===== config.mk =====
export PLATFORM = sky130hd
export DESIGN_NAME = lsu_mem_master
export DESIGN_NICKNAME = d
export VERILOG_FILES = /design/src/rtl/lsu_mem_master.sv
export SDC_FILE = /design/constraint.sdc
export NUM_CORES = 1
export LEC_CHECK = 0
export BUFFER_PORTS_ARGS = -buffer_cell sky130_fd_sc_hd__buf_2
export CELL_PAD_IN_SITES_DETAIL_PLACEMENT = 1
export CELL_PAD_IN_SITES_GLOBAL_PLACEMENT = 2
export CORE_MARGIN = 1
export CORE_UTILIZATION = 35
export CTS_BUF_LIST = sky130_fd_sc_hd__clkbuf_8
export DETAILED_ROUTE_END_ITERATION = 7
export MAX_ROUTING_LAYER = met4
export PLACE_DENSITY_LB_ADDON = 0.1
export RECOVER_POWER = 50
export SLEW_MARGIN = 0
export SYNTH_ARGS = -nofsm -noshare
export SYNTH_HDL_FRONTEND = slang
export SYNTH_SLANG_ARGS = --single-unit
export TNS_END_PERCENT = 10

===== constraint.sdc =====
create_clock -name Clk -period 3.2 [get_ports Clk]
set_input_delay 0.16 -clock Clk [delete_from_list [all_inputs] [get_ports Clk]]
set_output_delay 0.16 -clock Clk [all_outputs]
set_load 0.005 [all_outputs]

===== src/rtl/lsu_mem_master.sv =====
// lsu_mem_master: load/store initiator for the data memory (WE/RE/A/WD/RD master).
// Accepts 1..MAX_BURST byte load/store bursts over a valid/ready handshake and
// issues one memory access per cycle, absorbing the memory's 1-cycle read latency.
// Optional feature macro: LSU_WPROT_EN (store-beat write protection at/above PROT_BASE,
// with a sticky err flag). Without it every store beat writes and err is 0.
//
// Handshake: a request transfers on a rising Clk edge where req_valid && req_ready;
// req_ready is high only in IDLE. The response channel has no ready: each rsp_valid
// pulse is one beat that the consumer must take in that cycle.
module lsu_mem_master #(
    parameter int              ADDR_W    = 8,
    parameter int              DATA_W    = 8,
    parameter int              MAX_BURST = 4,
    parameter logic [ADDR_W-1:0] PROT_BASE = 8'hF0,
    localparam int             LEN_W     = $clog2(MAX_BURST)
) (
    input  logic                          Clk,
    input  logic                          Rst,
    input  logic                          req_valid,
    output logic                          req_ready,
    input  logic                          req_we,
    input  logic [ADDR_W-1:0]             req_addr,
    input  logic [LEN_W-1:0]              req_len,
    input  logic [DATA_W*MAX_BURST-1:0]   req_wdata,
    output logic                          rsp_valid,
    output logic [DATA_W-1:0]             rsp_data,
    output logic                          rsp_last,
    output logic                          busy,
    output logic                          err,
    output logic                          mem_we,
    output logic                          mem_re,
    output logic [ADDR_W-1:0]             mem_a,
    output logic [DATA_W-1:0]             mem_wd,
    input  logic [DATA_W-1:0]             mem_rd,
    output logic [2:0]                    dbg_state
);

    localparam logic [2:0] S_IDLE  = 3'd0;
    localparam logic [2:0] S_WRITE = 3'd1;
    localparam logic [2:0] S_ACK   = 3'd2;
    localparam logic [2:0] S_READ  = 3'd3;
    localparam logic [2:0] S_DRAIN = 3'd4;

    logic [2:0]                  state;
    logic [ADDR_W-1:0]           base_q;
    logic [LEN_W-1:0]            len_q;
    logic [LEN_W-1:0]            beat_q;
    logic [DATA_W*MAX_BURST-1:0] wdata_q;
    logic                        pend_v;     // a read was issued last cycle; mem_rd is valid now
    logic                        pend_last;  // that read was the final beat of the burst
    logic [ADDR_W-1:0]           addr_cur;
    logic                        wprot_en;
    logic                        prot_hit;

`ifdef LSU_WPROT_EN
    assign wprot_en = 1'b1;
`else
    assign wprot_en = 1'b0;
`endif

    assign addr_cur  = base_q + ADDR_W'(beat_q);
    assign prot_hit  = wprot_en && (state == S_WRITE) && (addr_cur >= PROT_BASE);
    assign req_ready = (state == S_IDLE);
    assign busy      = (state != S_IDLE);
    assign dbg_state = state;

    // Memory strobes decoded purely from registered state, base and beat counter.
    always_comb begin
        mem_we = 1'b0;
        mem_re = 1'b0;
        mem_a  = '0;
        mem_wd = '0;
        if (state == S_WRITE) begin
            mem_a  = addr_cur;
            mem_wd = wdata_q[beat_q*DATA_W +: DATA_W];
            mem_we = !prot_hit;
        end else if (state == S_READ) begin
            mem_a  = addr_cur;
            mem_re = 1'b1;
        end
    end

    // Request sequencing FSM plus the registered response pipeline.
    always_ff @(posedge Clk or posedge Rst) begin
        if (Rst) begin
            state     <= S_IDLE;
            base_q    <= '0;
            len_q     <= '0;
            beat_q    <= '0;
            wdata_q   <= '0;
            pend_v    <= 1'b0;
            pend_last <= 1'b0;
            rsp_valid <= 1'b0;
            rsp_last  <= 1'b0;
            rsp_data  <= '0;
        end else begin
            rsp_valid <= 1'b0;
            rsp_last  <= 1'b0;
            rsp_data  <= '0;
            pend_v    <= 1'b0;
            pend_last <= 1'b0;
            // A read issued last cycle has its byte on mem_rd now.
            if (pend_v) begin
                rsp_valid <= 1'b1;
                rsp_data  <= mem_rd;
                rsp_last  <= pend_last;
            end
            case (state)
                S_IDLE: begin
                    if (req_valid) begin
                        base_q  <= req_addr;
                        len_q   <= req_len;
                        wdata_q <= req_wdata;
                        beat_q  <= '0;
                        state   <= req_we ? S_WRITE : S_READ;
                    end
                end
                S_WRITE: begin
                    beat_q <= beat_q + 1'b1;
                    if (beat_q == len_q) begin
                        state     <= S_ACK;
                        rsp_valid <= 1'b1;
                        rsp_last  <= 1'b1;
                        rsp_data  <= '0;
                    end
                end
                S_ACK: begin
                    state <= S_IDLE;
                end
                S_READ: begin
                    pend_v    <= 1'b1;
                    pend_last <= (beat_q == len_q);
                    beat_q    <= beat_q + 1'b1;
                    if (beat_q == len_q) begin
                        state <= S_DRAIN;
                    end
                end
                S_DRAIN: begin
                    // Leave once the final load byte is on the response outputs.
                    if (rsp_last) begin
                        state <= S_IDLE;
                    end
                end
                default: state <= S_IDLE;
            endcase
        end
    end

`ifdef LSU_WPROT_EN
    logic err_q;
    // Sticky flag: set by any store beat that was suppressed by protection.
    always_ff @(posedge Clk or posedge Rst) begin
        if (Rst) begin
            err_q <= 1'b0;
        end else if (prot_hit) begin
            err_q <= 1'b1;
        end
    end
    assign err = err_q;
`else
    assign err = 1'b0;
`endif

endmodule


==> results.sh, run 1 <==
export IMPL_grt_remaining_overflow=0
export IMPL_status="finished with violations"
export IMPL_ys_ff_latch=59
export IMPL_drc_errors=0
export IMPL_cts_made_buffers=9
export IMPL_antenna_found_initial=0
export IMPL_start_util_pct=36.8
export IMPL_core_region_area_um2=7850
export IMPL_yosysWarnings=0
export IMPL_worstHoldStart="mem_rd[0]"
export IMPL_cts_tree="yes"
export IMPL_slew_headroom_pct=0.672
export IMPL_cts_path_max_buffers=2
export IMPL_portBuffers=86
export IMPL_crit_top_cell="a21oi_1"
export IMPL_grt_pass1_vias=2044
export IMPL_cp_slowest_stage_delay_ns=0.62
export IMPL_finalCoreUtilization_pct=45.9
export IMPL_p_total_mw=3.82
export IMPL_fmax_mhz=428
export IMPL_final_cell_mix="buf_2, dfrtp_1, mux2_4"
export IMPL_r2r_start="dbg_state[0]"
export IMPL_holdBufCountCts=0
export IMPL_clkSinkCount=59
export IMPL_tightest_slew_ns=1.49
export IMPL_post_cts_setup_buffers=0
export IMPL_clk_latency_ns=0.33
export IMPL_violations="max-capacitance violations"
export IMPL_worst_setup_path_type="reg2out"
export IMPL_maxCapViolCount=1
export IMPL_slew_viol_final=0
export IMPL_dp_final_hpwl_um=4470
export IMPL_place_area_um2=3350
export IMPL_place_ws_ns=1.18
export IMPL_rsz0062_at_grt="no"
export IMPL_hold_depth=2
export IMPL_final_hold_violation_count=0
export IMPL_setup_tns_ns=0
export IMPL_critical_path_slowest_cell="dfrtp_1"
export IMPL_crit_path_max_fanout=14
export IMPL_synth_nets=259
export IMPL_critPathLaunchType="flip-flop"
export IMPL_area_delta_synth_final_pct=24.7
export IMPL_rrSetupSlack_ns=1.17
export IMPL_diodes=0
export IMPL_track_usage_pct=17.1
export IMPL_nNetsFinal=349
export IMPL_syn_area_um2=2890
export IMPL_die_x_um=92.8
export IMPL_path_cells="ha_1 -> a21oi_1 -> or4_1 -> a21oi_1 -> buf_2"
export IMPL_drt_pass1_iter_count=4
export IMPL_grt_max_degree=42
export IMPL_final_setup_skew_ns=0.00734
export IMPL_wl_per_cell_um=16.1
export IMPL_holdPathEnd="rsp_data[0]"
export IMPL_ant_nets=0
export IMPL_synth_edf_count=0
export IMPL_end_kind="primary output"
export IMPL_power_leakage_nw=1.77
export IMPL_final_period_utilization_pct=73.1
export IMPL_htree_levels=3
export IMPL_final_instance_count_excl_fill=399
export IMPL_reg2reg_to="wdata_q[26]"
export IMPL_dp_cells=383
export IMPL_cts_resized=0
export IMPL_root_buffer="clkbuf_8"
export IMPL_final_common_cell="buf_2"
export IMPL_wl_met2_um=2970
export IMPL_ys_types=37
export IMPL_met1Wirelength_um=3020
export IMPL_synth_top_flop_cell="dfrtp_1"
export IMPL_worst_slack_ns=0.861
export IMPL_vias=1913
export IMPL_die_area_um2=8620
export IMPL_crit_buf_inv=1
export IMPL_wirelength_um=6410
export IMPL_final_cell_area_um2=3600
export IMPL_period_needed_ns=2.34
export IMPL_cp_data_arrival_time_ns=2.18
export IMPL_async_reset_ff_share_pct=100
export IMPL_wl_met3_um=369
export IMPL_via_per_inst=4.79
export IMPL_timing_hold_ws_ns=0.0272
export IMPL_power_density_nw_per_um2=1060
export IMPL_grt_pass1_wl_um=10700
export IMPL_cp_required_ns=3.04
export IMPL_drt_iter0_markers=63
export IMPL_finalSetupViolCount=0
export IMPL_place_gp_congestion=0.682
export IMPL_io_pins=88
export IMPL_syn_inst=202
export IMPL_crit_family="flip-flops"
export IMPL_top_layer="met4"
export IMPL_rows=32
export IMPL_critical_path_depth=5
export IMPL_ys_seq_area_share_pct=51.1
export IMPL_die_y_um=92.8
export IMPL_r2r_cells=3
export IMPL_postSynthAreaPerCell_um2=14.3
export IMPL_path_clk_slew_ns=0.07
export IMPL_ir_drop_uv=376
export IMPL_drive_gt1_share_pct=50.8
export IMPL_min_path_type="in2reg"
## layout make-up
class | instances | area [µm²]
Tap cell | 102 | 128
Sequential cell | 59 | 1480
Clock inverter | 4 | 95.1
Clock buffer | 12 | 165
Fill cell | 871 | 4250
Inverter | 8 | 30.0
Timing Repair Buffer | 90 | 463
Multi-Input combinational cell | 124 | 1240
## worst register-to-register path, delay by kind of cell (launching register included)
family	cells	cell delay [ns]
AND/OR/NAND/NOR	1	0.69
multiplexers	1	0.41
flip-flops	1	0.48
buffers and inverters	1	0.34
## cell usage after synthesis, types with 2 or more instances
library cell / count / area share, %
ha_1: 2 / 0.87
mux4_2: 8 / 6.2
nor3b_1: 2 / 0.52
nand2_1: 8 / 1.0
buf_12: 4 / 2.8
mux2_4: 30 / 16
buf_2: 2 / 0.35
inv_1: 8 / 1.0
and2_1: 18 / 3.9
buf_6: 3 / 1.2
o21ai_0: 8 / 1.4
nand3_1: 3 / 0.52
a21oi_1: 6 / 1.0
xor2_1: 3 / 0.91
dfrtp_1: 59 / 51
nor2_1: 4 / 0.52
mux2_2: 10 / 3.9
xnor2_1: 3 / 0.91
or3_1: 3 / 0.65
## kinds of logic after synthesis
family,after synthesis,share of synthesized area [%]
flip-flops,59,51.1
multiplexers,49,26.1
AND/OR/NAND/NOR,47,9.71
buffers and inverters,19,6.11
AO/OA/AOI/OAI,18,3.47
XOR/XNOR,6,1.82
adder cells (fa/ha/maj),3,1.56
other,1,0.130
## report_power, final
group	switching, mW	total [mW]	leakage, nW	internal (mW)
Clock	0.294	0.874	0.133	0.580
Sequential	0.275	1.36	0.723	1.08
Combinational	0.640	1.59	0.916	0.952
Total	1.21	3.82	1.77	2.61
## how the worst max path moves through the flow
stage	start	to	slack, ns
2_1_floorplan	Rst	base_q[0]	1.58
3_3_place_gp	beat_q[1]	mem_a[6]	1.21
3_5_place_dp	beat_q[1]	mem_a[3]	1.18
4_1_cts	beat_q[1]	mem_a[3]	0.81
5_1_grt	beat_q[1]	mem_a[3]	0.66
6_report	beat_q[1]	mem_a[7]	0.86
## sequential cells by signal (all words and copies together), names as in the netlist
| name | cells |
|---|---|
| dbg_state | 3 |
| rsp_last | 1 |
| base_q | 8 |
| pend_v | 1 |
| rsp_data | 8 |
| wdata_q | 32 |
| beat_q | 2 |
| rsp_valid | 1 |
| pend_last | 1 |
| len_q | 2 |
## layer usage
layer / track usage [%] / vias to the layer above
met5: - / -
met4: 3.85 / 0
met3: 6.24 / 7
met2: 25.6 / 58
met1: 22.1 / 961
li1: - / 887
Note: power is estimated with default switching activity, not from simulation.
==> run 2, diff against run 1 <==
- clock period: 3.2 -> 2.3 ns (I/O delays scaled with it)
==> results.sh, run 2 (same netlist as run 1, synthesis figures left out) <==
export IMPL_place_gp_congestion=0.661
export IMPL_power_density_nw_per_um2=1270
export IMPL_grt_max_degree=42
export IMPL_largest_reg_flops=32
export IMPL_clk_latency_ns=0.34
export IMPL_post_cts_setup_buffers=0
export IMPL_portBuffers=86
export IMPL_fmax_mhz=504
export IMPL_power_leakage_nw=1.94
export IMPL_ant_nets=0
export IMPL_cts_path_max_buffers=2
export IMPL_path_clk_slew_ns=0.07
export IMPL_cp_required_ns=2.18
export IMPL_cp_data_arrival_time_ns=1.87
export IMPL_maxCapViolCount=0
export IMPL_p_total_mw=5.07
export IMPL_die_area_um2=8620
export IMPL_reg_largest_list="wdata_q (32), base_q (8), rsp_data (8)"
export IMPL_area_delta_synth_final_pct=38.0
export IMPL_drc_errors=0
export IMPL_diodes=0
export IMPL_clkSinkCount=59
export IMPL_via_per_inst=4.58
export IMPL_status="complete, no violations"
export IMPL_drt_iter0_markers=64
export IMPL_slew_viol_final=0
export IMPL_tightest_slew_ns=1.16
export IMPL_wl_per_cell_um=14.8
export IMPL_rows=32
export IMPL_die_y_um=92.8
export IMPL_final_period_utilization_pct=86.3
export IMPL_final_cell_mix="buf_2, dfrtp_1, dlygate4sd3_1"
export IMPL_htree_levels=3
export IMPL_start_util_pct=36.8
export IMPL_cts_resized=0
export IMPL_vias=2029
export IMPL_cts_made_buffers=9
export IMPL_dp_final_hpwl_um=4300
export IMPL_track_usage_pct=17.3
export IMPL_io_pins=88
export IMPL_final_common_cell="buf_2"
export IMPL_period_needed_ns=1.98
export IMPL_grt_remaining_overflow=0
export IMPL_drive_gt1_share_pct=44.9
export IMPL_worst_setup_path_type="reg2out"
export IMPL_final_setup_skew_ns=0.00956
export IMPL_setup_tns_ns=0
export IMPL_antenna_found_initial=0
export IMPL_drt_pass1_iter_count=4
export IMPL_ir_drop_uv=495
export IMPL_final_hold_violation_count=0
export IMPL_nNetsFinal=393
export IMPL_end_kind="primary output"
export IMPL_core_region_area_um2=7850
export IMPL_cts_tree="yes"
export IMPL_grt_pass1_vias=2209
export IMPL_critPathLaunchType="flip-flop"
export IMPL_rsz0062_at_grt="no"
export IMPL_wirelength_um=6540
export IMPL_grt_pass1_wl_um=10800
export IMPL_crit_path_max_fanout=6
export IMPL_slew_headroom_pct=22.3
export IMPL_finalSetupViolCount=0
export IMPL_min_path_type="in2reg"
export IMPL_largest_register="wdata_q"
export IMPL_die_x_um=92.8
export IMPL_root_buffer="clkbuf_8"
export IMPL_holdBufCountCts=40
[run 2: per-layer routing]
| layer | up-vias | share of wire [%] | GRT usage [%] |
|---|---|---|---|
| met2 | 59 | 48 | 26.9 |
| met1 | 993 | 46 | 21.5 |
| met5 | - | 0 | - |
| met3 | 8 | 4.3 | 4.27 |
| li1 | 969 | - | - |
| met4 | 0 | 1.6 | 7.31 |
[run 2: path summary, 6_finish.rpt]
check,startpoint,endpoint,slack (ns),cells after the start
worst max-delay path,base_q[1],mem_a[7],0.32,5
worst min-delay path,req_wdata[0],wdata_q[0],0.02,2
worst max register to register,dbg_state[0],len_q[0],0.61,3
worst min register to register,pend_last,rsp_last,0.46,2
max in group asynchronous,Rst,dbg_state[0],0.91,4
min in group asynchronous,Rst,wdata_q[16],0.63,3
[run 2: area by class of cell]
cell class                 instances  area (µm²)
timing repair buffer             134         915
tap                              102         128
inverter                           8        30.0
fill                             857        3860
clock buffer                      10         138
sequential                        59        1480
multi-input combinational        124        1240
clock inverter                     6        56.3
[run 2: critical path: stages, from the launching register on]
cell     delay (ns)
dfrtp_1        0.42
ha_1           0.29
a21oi_1        0.12
or4_1          0.43
a21oi_1        0.14
buf_2          0.12
[run 2: power breakdown]
part | leakage (nW) | switching [mW] | internal (mW)
clock network | 0.103 | 0.412 | 0.520
logic | 1.11 | 0.909 | 1.38
registers | 0.723 | 0.339 | 1.51
total | 1.94 | 1.66 | 3.41
[run 2: metrics by stage]
step                hold slack, ns  instance area (µm²)  worst slack [ns]  utilization (%)  std cells
CTS                       0.000268                 3970             0.269             50.6        441
finish                      0.0195                 3990             0.315             50.8        443
detailed placement           0.253                 3380             0.621             43.0        385
global placement             0.253                 3380             0.647             43.0        385
global route              0.000491                 3990             0.165             50.8        443
floorplan                    0.232                 2890             0.729                -        202
==> run 3, diff against run 2 <==
- ABC_AREA: unset -> 1
- CELL_PAD_IN_SITES_DETAIL_PLACEMENT: 1 -> unset
- CELL_PAD_IN_SITES_GLOBAL_PLACEMENT: 2 -> unset
- PLACE_DENSITY_LB_ADDON: 0.1 -> unset
==> results.sh, run 3 <==
export IMPL_status="complete, no violations"
export IMPL_final_period_utilization_pct=89.3
export IMPL_start_util_pct=36.3
export IMPL_cp_required_ns=2.18
export IMPL_final_instance_count_excl_fill=554
export IMPL_synth_top_flop_cell="dfrtp_1"
export IMPL_power_density_nw_per_um2=1350
export IMPL_fmax_mhz=487
export IMPL_portBuffers=86
export IMPL_yosysMostFrequentCell="nand2_1"
export IMPL_final_setup_skew_ns=0.00773
export IMPL_via_per_inst=4.77
export IMPL_final_cell_mix="nand2_1, buf_2, dfrtp_1"
export IMPL_die_y_um=91.7
export IMPL_largest_reg_flops=32
export IMPL_htree_levels=3
export IMPL_die_x_um=91.7
export IMPL_cts_path_max_buffers=2
export IMPL_syn_inst=358
export IMPL_end_kind="primary output"
export IMPL_io_pins=88
export IMPL_reg_largest_list="wdata_q (32), base_q (8), rsp_data (8)"
export IMPL_rows=32
export IMPL_setup_tns_ns=0
export IMPL_wl_per_cell_um=13.3
export IMPL_root_buffer="clkbuf_8"
export IMPL_postSynthAreaPerCell_um2=7.87
export IMPL_final_cell_area_um2=3540
export IMPL_ys_seq_area_share_pct=52.4
export IMPL_async_reset_ff_share_pct=100
export IMPL_power_leakage_nw=1.96
export IMPL_grt_remaining_overflow=0
export IMPL_largest_register="wdata_q"
export IMPL_grt_pass1_wl_um=12200
export IMPL_final_common_cell="nand2_1"
export IMPL_place_area_um2=3320
export IMPL_path_clk_slew_ns=0.06
export IMPL_drc_errors=0
export IMPL_place_ws_ns=0.598
export IMPL_ys_top_cells_by_area="dfrtp_1, nand2_1, nand3_1"
export IMPL_slew_headroom_pct=30.0
export IMPL_syn_area_um2=2820
export IMPL_dp_cells=532
export IMPL_ys_types=23
export IMPL_ys_ff_latch=59
export IMPL_ir_drop_uv=510
export IMPL_track_usage_pct=19.3
export IMPL_ant_nets=0
export IMPL_antenna_found_initial=0
export IMPL_finalCoreUtilization_pct=45.6
export IMPL_tightest_slew_ns=1.05
export IMPL_finalSetupViolCount=0
export IMPL_worst_setup_path_type="reg2out"
export IMPL_die_area_um2=8410
export IMPL_slew_viol_final=0
export IMPL_nNetsFinal=504
export IMPL_area_delta_synth_final_pct=25.6
export IMPL_vias=2643
export IMPL_cp_data_arrival_time_ns=1.94
export IMPL_core_region_area_um2=7770
export IMPL_drive_gt1_share_pct=23.5
export IMPL_place_gp_congestion=0.841
export IMPL_maxCapViolCount=0
export IMPL_worst_slack_ns=0.246
export IMPL_cts_made_buffers=9
export IMPL_wirelength_um=7350
export IMPL_timing_hold_ws_ns=0.00835
export IMPL_diodes=0
export IMPL_p_total_mw=4.78
export IMPL_grt_pass1_vias=2573
export IMPL_cts_tree="yes"
export IMPL_rsz0062_at_grt="no"
export IMPL_period_needed_ns=2.05
export IMPL_drt_pass1_iter_count=4
export IMPL_seq_area_um2=1480
export IMPL_clkSinkCount=59
export IMPL_drt_iter0_markers=141
export IMPL_final_hold_violation_count=0
export IMPL_synth_common_cells="nand2_1, dfrtp_1, nor2_1, nand3_1, a21oi_1"
export IMPL_critPathLaunchType="flip-flop"
export IMPL_min_path_type="in2reg"
export IMPL_synth_top_cell_area_share_pct=52.4
export IMPL_synth_nets=415
export IMPL_crit_path_max_fanout=17
export IMPL_post_cts_setup_buffers=0
export IMPL_cts_resized=0
export IMPL_yosys_area_top_type="dfrtp_1"
export IMPL_multiInputGateArea_um2=1120
export IMPL_synth_edf_count=0
export IMPL_clk_latency_ns=0.33
export IMPL_fill_cells=842
export IMPL_grt_max_degree=36
export IMPL_dp_final_hpwl_um=5220
export IMPL_yosysWarnings=0
[run 3: cell count changes after synthesis, sizes merged, moves of 7 or more]
cell,change
a21oi,+29
and2,-18
clkbuf,+7
inv,+22
mux2,-40
mux4,-8
nand2,+95
nand3,+33
nor2,+42
o21ai,+9
[run 3: where the power goes]
part | total (mW) | internal, mW | switching, mW | leakage, nW
Sequential | 1.80 | 1.48 | 0.323 | 0.728
Combinational | 2.08 | 0.764 | 1.31 | 1.12
Clock | 0.897 | 0.500 | 0.397 | 0.108
[run 3: cells by family after synthesis]
| kind of cell | count (synthesis) | synth area share [%] |
|---|---|---|
| compound gates | 58 | 10.8 |
| fa+ha+maj | 3 | 1.60 |
| buf+inv | 49 | 7.95 |
| flops | 59 | 52.4 |
| other cells | 1 | 0.133 |
| simple gates | 188 | 27.1 |
[run 3: final timing paths]
| check | start | cells after the start | endpoint | slack [ns] |
|---|---|---|---|---|
| max in group asynchronous | Rst | 4 | wdata_q[20] | 0.42 |
| worst max-delay path | beat_q[1] | 7 | mem_a[6] | 0.25 |
| worst min register to register | pend_last | 2 | rsp_last | 0.46 |
| worst max register to register | beat_q[1] | 7 | dbg_state[1] | 0.64 |
| min in group asynchronous | Rst | 3 | len_q[0] | 0.59 |
| worst min-delay path | mem_rd[0] | 3 | rsp_data[0] | 0.008 |
[run 3: area by class of cell]
| cell class | instances | area share, % |
|---|---|---|
| sequential | 59 | 41.7 |
| multi-input combinational | 250 | 31.6 |
| timing repair buffer | 97 | 14.5 |
| clock buffer | 13 | 5.05 |
| tap | 102 | 3.61 |
| inverter | 30 | 3.18 |
| clock inverter | 3 | 0.353 |
[run 3: metal layers]
| metal | vias to the layer above | wire length [µm] | global-route usage (%) |
|---|---|---|---|
| li1 | 1314 | - | - |
| met1 | 1233 | 3480 | 25.8 |
| met2 | 81 | 3390 | 29.1 |
| met3 | 15 | 335 | 2.90 |
| met4 | 0 | 147 | 8.59 |
| met5 | - | 0 | - |
[run 3: timing repair]
action | CTS | global route
endpoints found under the setup margin | 0 | 0
hold buffers | 6 | 0
endpoints found under the hold margin | 32 | 0
[run 3: worst max-delay path, cell delays in order, from the launching register on]
cell and delay (ns):
dfrtp_1 0.72, fa_1 0.31, nand2_1 0.08, nor2_1 0.19, nand3_1 0.09, nand2_1 0.07
nor2_1 0.04, buf_2 0.12
